<file path="src/rtl/branch_predict_unit.sv">
// branch_predict_unit
//   Branch condition evaluation plus a PC-indexed 2-bit saturating-counter
//   pattern history table (PHT). Fetch reads a prediction combinationally;
//   EX resolves the branch against the NVZ flags, trains the PHT, flags
//   mispredicts and keeps saturating statistics counters.
//
// Ports
//   i_clk, i_rst          clock, synchronous active-high reset
//   i_flag_we/mask/in     masked NVZ flag write ({N,V,Z})
//   o_flags_out           registered NVZ flags
//   i_fetch_pc            fetch PC; o_pred_taken is PHT[pc[IDX_W:1]][1]
//   i_resolve_*           branch in EX: valid, pc, condition, fetch prediction
//   i_flush               squashes the branch in EX
//   o_actual_taken        registered condition result of last accepted resolve
//   o_mispredict          registered one-cycle mispredict pulse
//   o_branch_count        saturating count of accepted resolves
//   o_mispredict_count    saturating count of mispredicts
module branch_predict_unit #(
  parameter int unsigned PC_W        = 16,
  parameter int unsigned IDX_W       = 4,
  parameter int unsigned CNT_W       = 16,
  parameter int unsigned FLAG_BYPASS = 1
) (
  input  logic             i_clk,
  input  logic             i_rst,
  input  logic             i_flag_we,
  input  logic [2:0]       i_flag_mask,
  input  logic [2:0]       i_flag_in,
  output logic [2:0]       o_flags_out,
  input  logic [PC_W-1:0]  i_fetch_pc,
  output logic             o_pred_taken,
  input  logic             i_resolve_valid,
  input  logic [PC_W-1:0]  i_resolve_pc,
  input  logic [2:0]       i_resolve_cond,
  input  logic             i_resolve_pred,
  input  logic             i_flush,
  output logic             o_actual_taken,
  output logic             o_mispredict,
  output logic [CNT_W-1:0] o_branch_count,
  output logic [CNT_W-1:0] o_mispredict_count
);

  localparam int unsigned Entries = 1 << IDX_W;

  logic [2:0]       r_flags;
  logic [1:0]       r_pht [Entries];
  logic             r_actual_taken;
  logic             r_mispredict;
  logic [CNT_W-1:0] r_branch_count;
  logic [CNT_W-1:0] r_mispredict_count;

  logic [2:0]       w_wmask;
  logic [2:0]       w_flags_next;
  logic [2:0]       w_eff;
  logic             w_n, w_v, w_z;
  logic             w_taken;
  logic             w_accept;
  logic             w_mis;
  logic [IDX_W-1:0] w_fetch_idx;
  logic [IDX_W-1:0] w_res_idx;
  logic [1:0]       w_ctr;
  logic [1:0]       w_ctr_next;

  // Masked merge of the flag write; also the bypass source for resolve.
  assign w_wmask      = {3{i_flag_we}} & i_flag_mask;
  assign w_flags_next = (w_wmask & i_flag_in) | (~w_wmask & r_flags);

  assign w_eff = ((FLAG_BYPASS != 0) && i_flag_we) ? w_flags_next : r_flags;
  assign w_n   = w_eff[2];
  assign w_v   = w_eff[1];
  assign w_z   = w_eff[0];

  always_comb begin
    w_taken = 1'b0;
    unique case (i_resolve_cond)
      3'b000:  w_taken = ~w_z;
      3'b001:  w_taken = w_z;
      3'b010:  w_taken = ~w_n & ~w_z;
      3'b011:  w_taken = w_n;
      3'b100:  w_taken = w_z | (~w_n & ~w_z);
      3'b101:  w_taken = w_n | w_z;
      3'b110:  w_taken = w_v;
      default: w_taken = 1'b1;
    endcase
  end

  assign w_accept    = i_resolve_valid & ~i_flush;
  assign w_mis       = w_taken != i_resolve_pred;
  assign w_fetch_idx = i_fetch_pc[IDX_W:1];
  assign w_res_idx   = i_resolve_pc[IDX_W:1];
  assign w_ctr       = r_pht[w_res_idx];

  // Saturating 2-bit counter step.
  always_comb begin
    w_ctr_next = w_ctr;
    if (w_taken) begin
      if (w_ctr != 2'b11) w_ctr_next = w_ctr + 2'b01;
    end else begin
      if (w_ctr != 2'b00) w_ctr_next = w_ctr - 2'b01;
    end
  end

  always_ff @(posedge i_clk) begin
    if (i_rst) begin
      r_flags            <= 3'b000;
      r_actual_taken     <= 1'b0;
      r_mispredict       <= 1'b0;
      r_branch_count     <= '0;
      r_mispredict_count <= '0;
      for (int i = 0; i < Entries; i++) begin
        r_pht[i] <= 2'b01;
      end
    end else begin
      r_flags <= w_flags_next;
      if (w_accept) begin
        r_actual_taken   <= w_taken;
        r_mispredict     <= w_mis;
        r_pht[w_res_idx] <= w_ctr_next;
        if (r_branch_count != '1) r_branch_count <= r_branch_count + CNT_W'(1);
        if (w_mis && (r_mispredict_count != '1)) begin
          r_mispredict_count <= r_mispredict_count + CNT_W'(1);
        end
      end else begin
        r_mispredict <= 1'b0;
      end
    end
  end

  // Read of the pre-update array: no write-to-read bypass on index conflict.
  assign o_pred_taken       = r_pht[w_fetch_idx][1];
  assign o_flags_out        = r_flags;
  assign o_actual_taken     = r_actual_taken;
  assign o_mispredict       = r_mispredict;
  assign o_branch_count     = r_branch_count;
  assign o_mispredict_count = r_mispredict_count;

endmodule
</file>
<file path="config.mk">
export PLATFORM = sky130hd
export DESIGN_NAME = branch_predict_unit
export DESIGN_NICKNAME = d
export VERILOG_FILES = /design/src/rtl/branch_predict_unit.sv
export SDC_FILE = /design/constraint.sdc
export NUM_CORES = 1
export LEC_CHECK = 0
export CORE_MARGIN = 10
export CORE_UTILIZATION = 51
export DETAILED_ROUTE_END_ITERATION = 10
export PLACE_DENSITY_LB_ADDON = 0.2
export SLEW_MARGIN = 25
export SYNTH_ARGS = -nofsm -noshare
export SYNTH_HDL_FRONTEND = slang
export SYNTH_SLANG_ARGS = --single-unit
</file>
<file path="constraint.sdc">
create_clock -name i_clk -period 3.19 [get_ports i_clk]
set_clock_uncertainty 0.15 [all_clocks]
set_input_delay 0.7975 -clock i_clk [delete_from_list [all_inputs] [get_ports i_clk]]
set_output_delay 0.7975 -clock i_clk [all_outputs]
set_load 0.01 [all_outputs]
</file>
==> results.md <==
Timing:
- Setup violations remaining at the end of the flow were counted as 0.
- The count of final max-slew check failures is 0.
- The final hold violation count is 0.
- The final setup TNS is 0 ns.
- The worst path in the final design needs a cycle of 3.15 ns, including I/O delays and setup.
- The worst path uses about 100% of the clock period.
- Derived from the worst setup path, the maximum achievable clock frequency is 317 MHz.
- The worst hold slack across all endpoints is 0.353 ns.
- The transition time at the pin with the least slew margin is 0.851 ns.
- In this run the tightest slew margin relative to its limit is 43.0%.

Final layout:
- The fraction of layout cells with a size suffix above 1 is a little over a fifth.
- The area growth from synthesis to layout is 30.1%.
- Cells fill approximately 68% of the core in the end.
- The number of antenna diodes in the final layout is 0.
- The final non-filler cell area is 0.00521 mm^2.
- Fill cells in the final layout number roughly 640.
- The net count of the finished layout is 526.

Floorplan:
- The core footprint is between 0.007 and 0.008 mm^2.
- The count of standard-cell rows is 32.
- The floorplan step set the die height to 109 um.
- The starting density of the core is ~52%.
- The width of the chip is 109 um.
- between 80 and 90 I/O pins were placed.
- The die footprint is 0.0118 mm^2.

Worst hold path:
- The path class of the tightest hold or removal check is reg -> reg.

Clock tree:
- TritonCTS built the clock tree.
- The clock transition at the register clock pins on the worst setup and hold paths after CTS is around 0.07 ns.
- The number of clock sinks seen by CTS is ~70.
- The clock passes through at most 2 buffers.
- At the later pin of the worst-skew pair, clock insertion delay measures around 0.35 ns.
- The tree is rooted in a clkbuf_8.
- The deepest level of the CTS H-tree is 3.
- The number of clock buffers added by TritonCTS is 9.

Logic synthesis:
- Yosys printed 0 warnings.
- The fraction of synthesized cell area taken by the top area cell type is a little under a quarter.
- The number of synthesized flops with an enable pin is 32.
- The register bit total from synthesis is 69.
- The cell area after synthesis is ~0.004 mm^2.
- The largest total area in the synthesized netlist belongs to edfxtp_1.
- Synthesis instantiated about 50 different standard cells from the library.
- For this run, asynchronously set or reset flops after synthesis account for 0%.
- The count of mapped cells out of synthesis is 394.
- The leading register cell type out of synthesis is dfxtp_1.
- For this run, the register share of the synthesized area comes to a little over two fifths.
- The number of nets in the synthesized netlist is around 440.
- Ranked by total cell area, the synthesized netlist is headed by edfxtp_1, dfxtp_1, mux4_2.
- A synthesized cell averages slightly above 10 um^2.

Critical path:
- The required time of the worst setup path is between 2 and 2.5 ns.
- The category of the worst setup path launch point is a primary input.
- The worst setup path is captured at an output pin.
- The endpoint arrival time on the critical path is about 2.2 ns.
- The critical setup path kind is in -> out.
- Of all nets on the critical path, the largest fanout is 4.

Placement:
- At the end of routability-driven placement, the weighted congestion stood at around 0.81.
- The HPWL after detailed placement is 6860 um.
- Summing all placed instances gives a cell area of between 0.004 and 0.005 mm^2.
- The count of buffers inserted at the top-level ports is 60.

Routing:
- The post-detailed-route via-to-cell ratio is ~5.5.
- The remaining antenna violation count is 0.
- The vias after detailed routing is around 3.2k.
- The first routing iteration left between 100 and 150 violations.
- The number of search-and-repair iterations in the first detailed-routing pass is 4.
- Dividing the detail-routed wire length by the instance count gives 16.4 um.
- The total wire length after detailed routing is approximately 9600 um.
- The post-route DRC violation count is 0.

Power and ir drop:
- The static power due to leakage is 1.91 nW.
- VDD sags by at most about 280 uV.
- The post-layout total power is roughly 0.0023 W.
- For this design the ratio of total power to cell area is between 400 and 500 mW/mm^2.

Global route:
- The maximum number of pins on one net before global-route repair is 70.
- The via count of the first global-routing pass is 3309.
- Summed over all layers, the global routing overflow is 0.
- The wire length of the first global-routing pass is between 15000 and 20000 um.
- Global routing used between 15 and 20% of the available tracks across all layers.
- The initial antenna violation count was 0.

Job:
- Max-cap violations in this run came to 0.

Run status:
- The flow ran to the end, and the final reports show no timing, DRC or antenna violations.
-- per-stage QoR --
| stage | setup slack, ns | instances |
|---|---|---|
| final | 0.0361 | 584 |
| after global routing | -0.00392 | 584 |
| after CTS | 0.0332 | 583 |
| after detailed placement | -0.701 | 567 |
| after global placement | -0.663 | 567 |
| after floorplan | 0.366 | 394 |
-- path summary, 6_finish.rpt --
kind,to,startpoint,slack (ns),cells past startpoint
worst max-delay path,o_pred_taken,i_fetch_pc[1],0.04,4
worst min-delay path,o_actual_taken,o_actual_taken,0.35,2
worst max register to register,o_mispredict_count[11],o_mispredict_count[2],0.52,6
worst min register to register,o_actual_taken,o_actual_taken,0.35,2
-- final cells by class --
cell class | instances | area (um^2) | area share, %
multi-input cells | 299 | 2180 | 41.9
flip-flops and latches | 69 | 1700 | 32.7
repair buffers | 94 | 896 | 17.2
clock inverters | 6 | 159 | 3.05
clock buffers | 10 | 128 | 2.45
well taps | 102 | 128 | 2.45
inverters | 4 | 15.0 | 0.288
-- critical path: stages --
cell and delay (ns):
buf_4 0.12, mux4_2 0.51, mux4_2 0.48, dlygate4sd2_1 0.30
-- cell families after synthesis --
| logic type | count (synthesis) | share of synthesized area [%] |
|---|---|---|
| AND/OR/NAND/NOR | 211 | 28.5 |
| flip-flops | 69 | 42.5 |
| multiplexers | 50 | 17.7 |
| buffers and inverters | 27 | 3.72 |
| AO/OA/AOI/OAI | 20 | 3.59 |
| XOR/XNOR | 13 | 2.84 |
| adder cells (fa/ha/maj) | 4 | 1.19 |
-- synthesized netlist by cell type, types with 3 or more instances --
cell and number:
mux2i_1 19, nand4_1 11, nand3b_1 3, nor3_1 12
or2_2 8, nand2_1 23, nor2b_1 22, xnor2_1 4
nand4b_1 3, a21oi_1 5, mux2_2 8, o21ai_0 3
nor2_1 49, nand2b_1 16, inv_1 4, dfxtp_1 37
nand2_2 8, xor2_1 9, and3_1 12, mux4_2 12
and4_1 7, nand3_1 26, edfxtp_1 32, mux2_1 8
buf_6 4, clkbuf_1 17
-- registers in the layout, summed over array words and instances (netlist names), named ones only --
name,flops
o_actual_taken,1
o_mispredict_count,16
o_branch_count,16
o_mispredict,1
o_flags_out,2
r_pht,32
-- cells in the final DEF (no fill, tap or decap), types with 9 or more instances in the layout --
master	count
and3_1	12
buf_4	31
clkbuf_8	9
clkdlybuf4s50_1	56
dfxtp_1	37
edfxtp_1	32
mux2i_1	17
mux4_2	13
nand2_1	23
nand2b_1	16
nand3_1	26
nand4_1	11
nor2_1	49
nor2b_1	22
nor3_1	12
xor2_1	9
-- power breakdown --
part | leakage [nW] | internal [W] | switching [W]
clock network | 0.141 | 0.000680 | 0.000347
logic | 1.19 | 0.000143 | 0.000132
registers | 0.577 | 0.000938 | 0.0000106
total | 1.91 | 0.00176 | 0.000490
-- routing by layer --
metal	vias up	global-route usage, %	share of wire (%)
met5	-	0	0
met4	0	6.03	1.4
met3	11	4.10	4.7
met2	55	30.4	53
met1	1559	18.3	40
li1	1593	-	-
-- timing repair --
action / 4_1_cts / 5_1_grt
hold buffers: 0 / 0
cloned: 0 / 1
setup endpoints to repair: 16 / 31
pin swaps: 0 / 1
resized for setup: 8 / 5
buffers inserted: 0 / 0
Power figures use the tool's default switching activity.
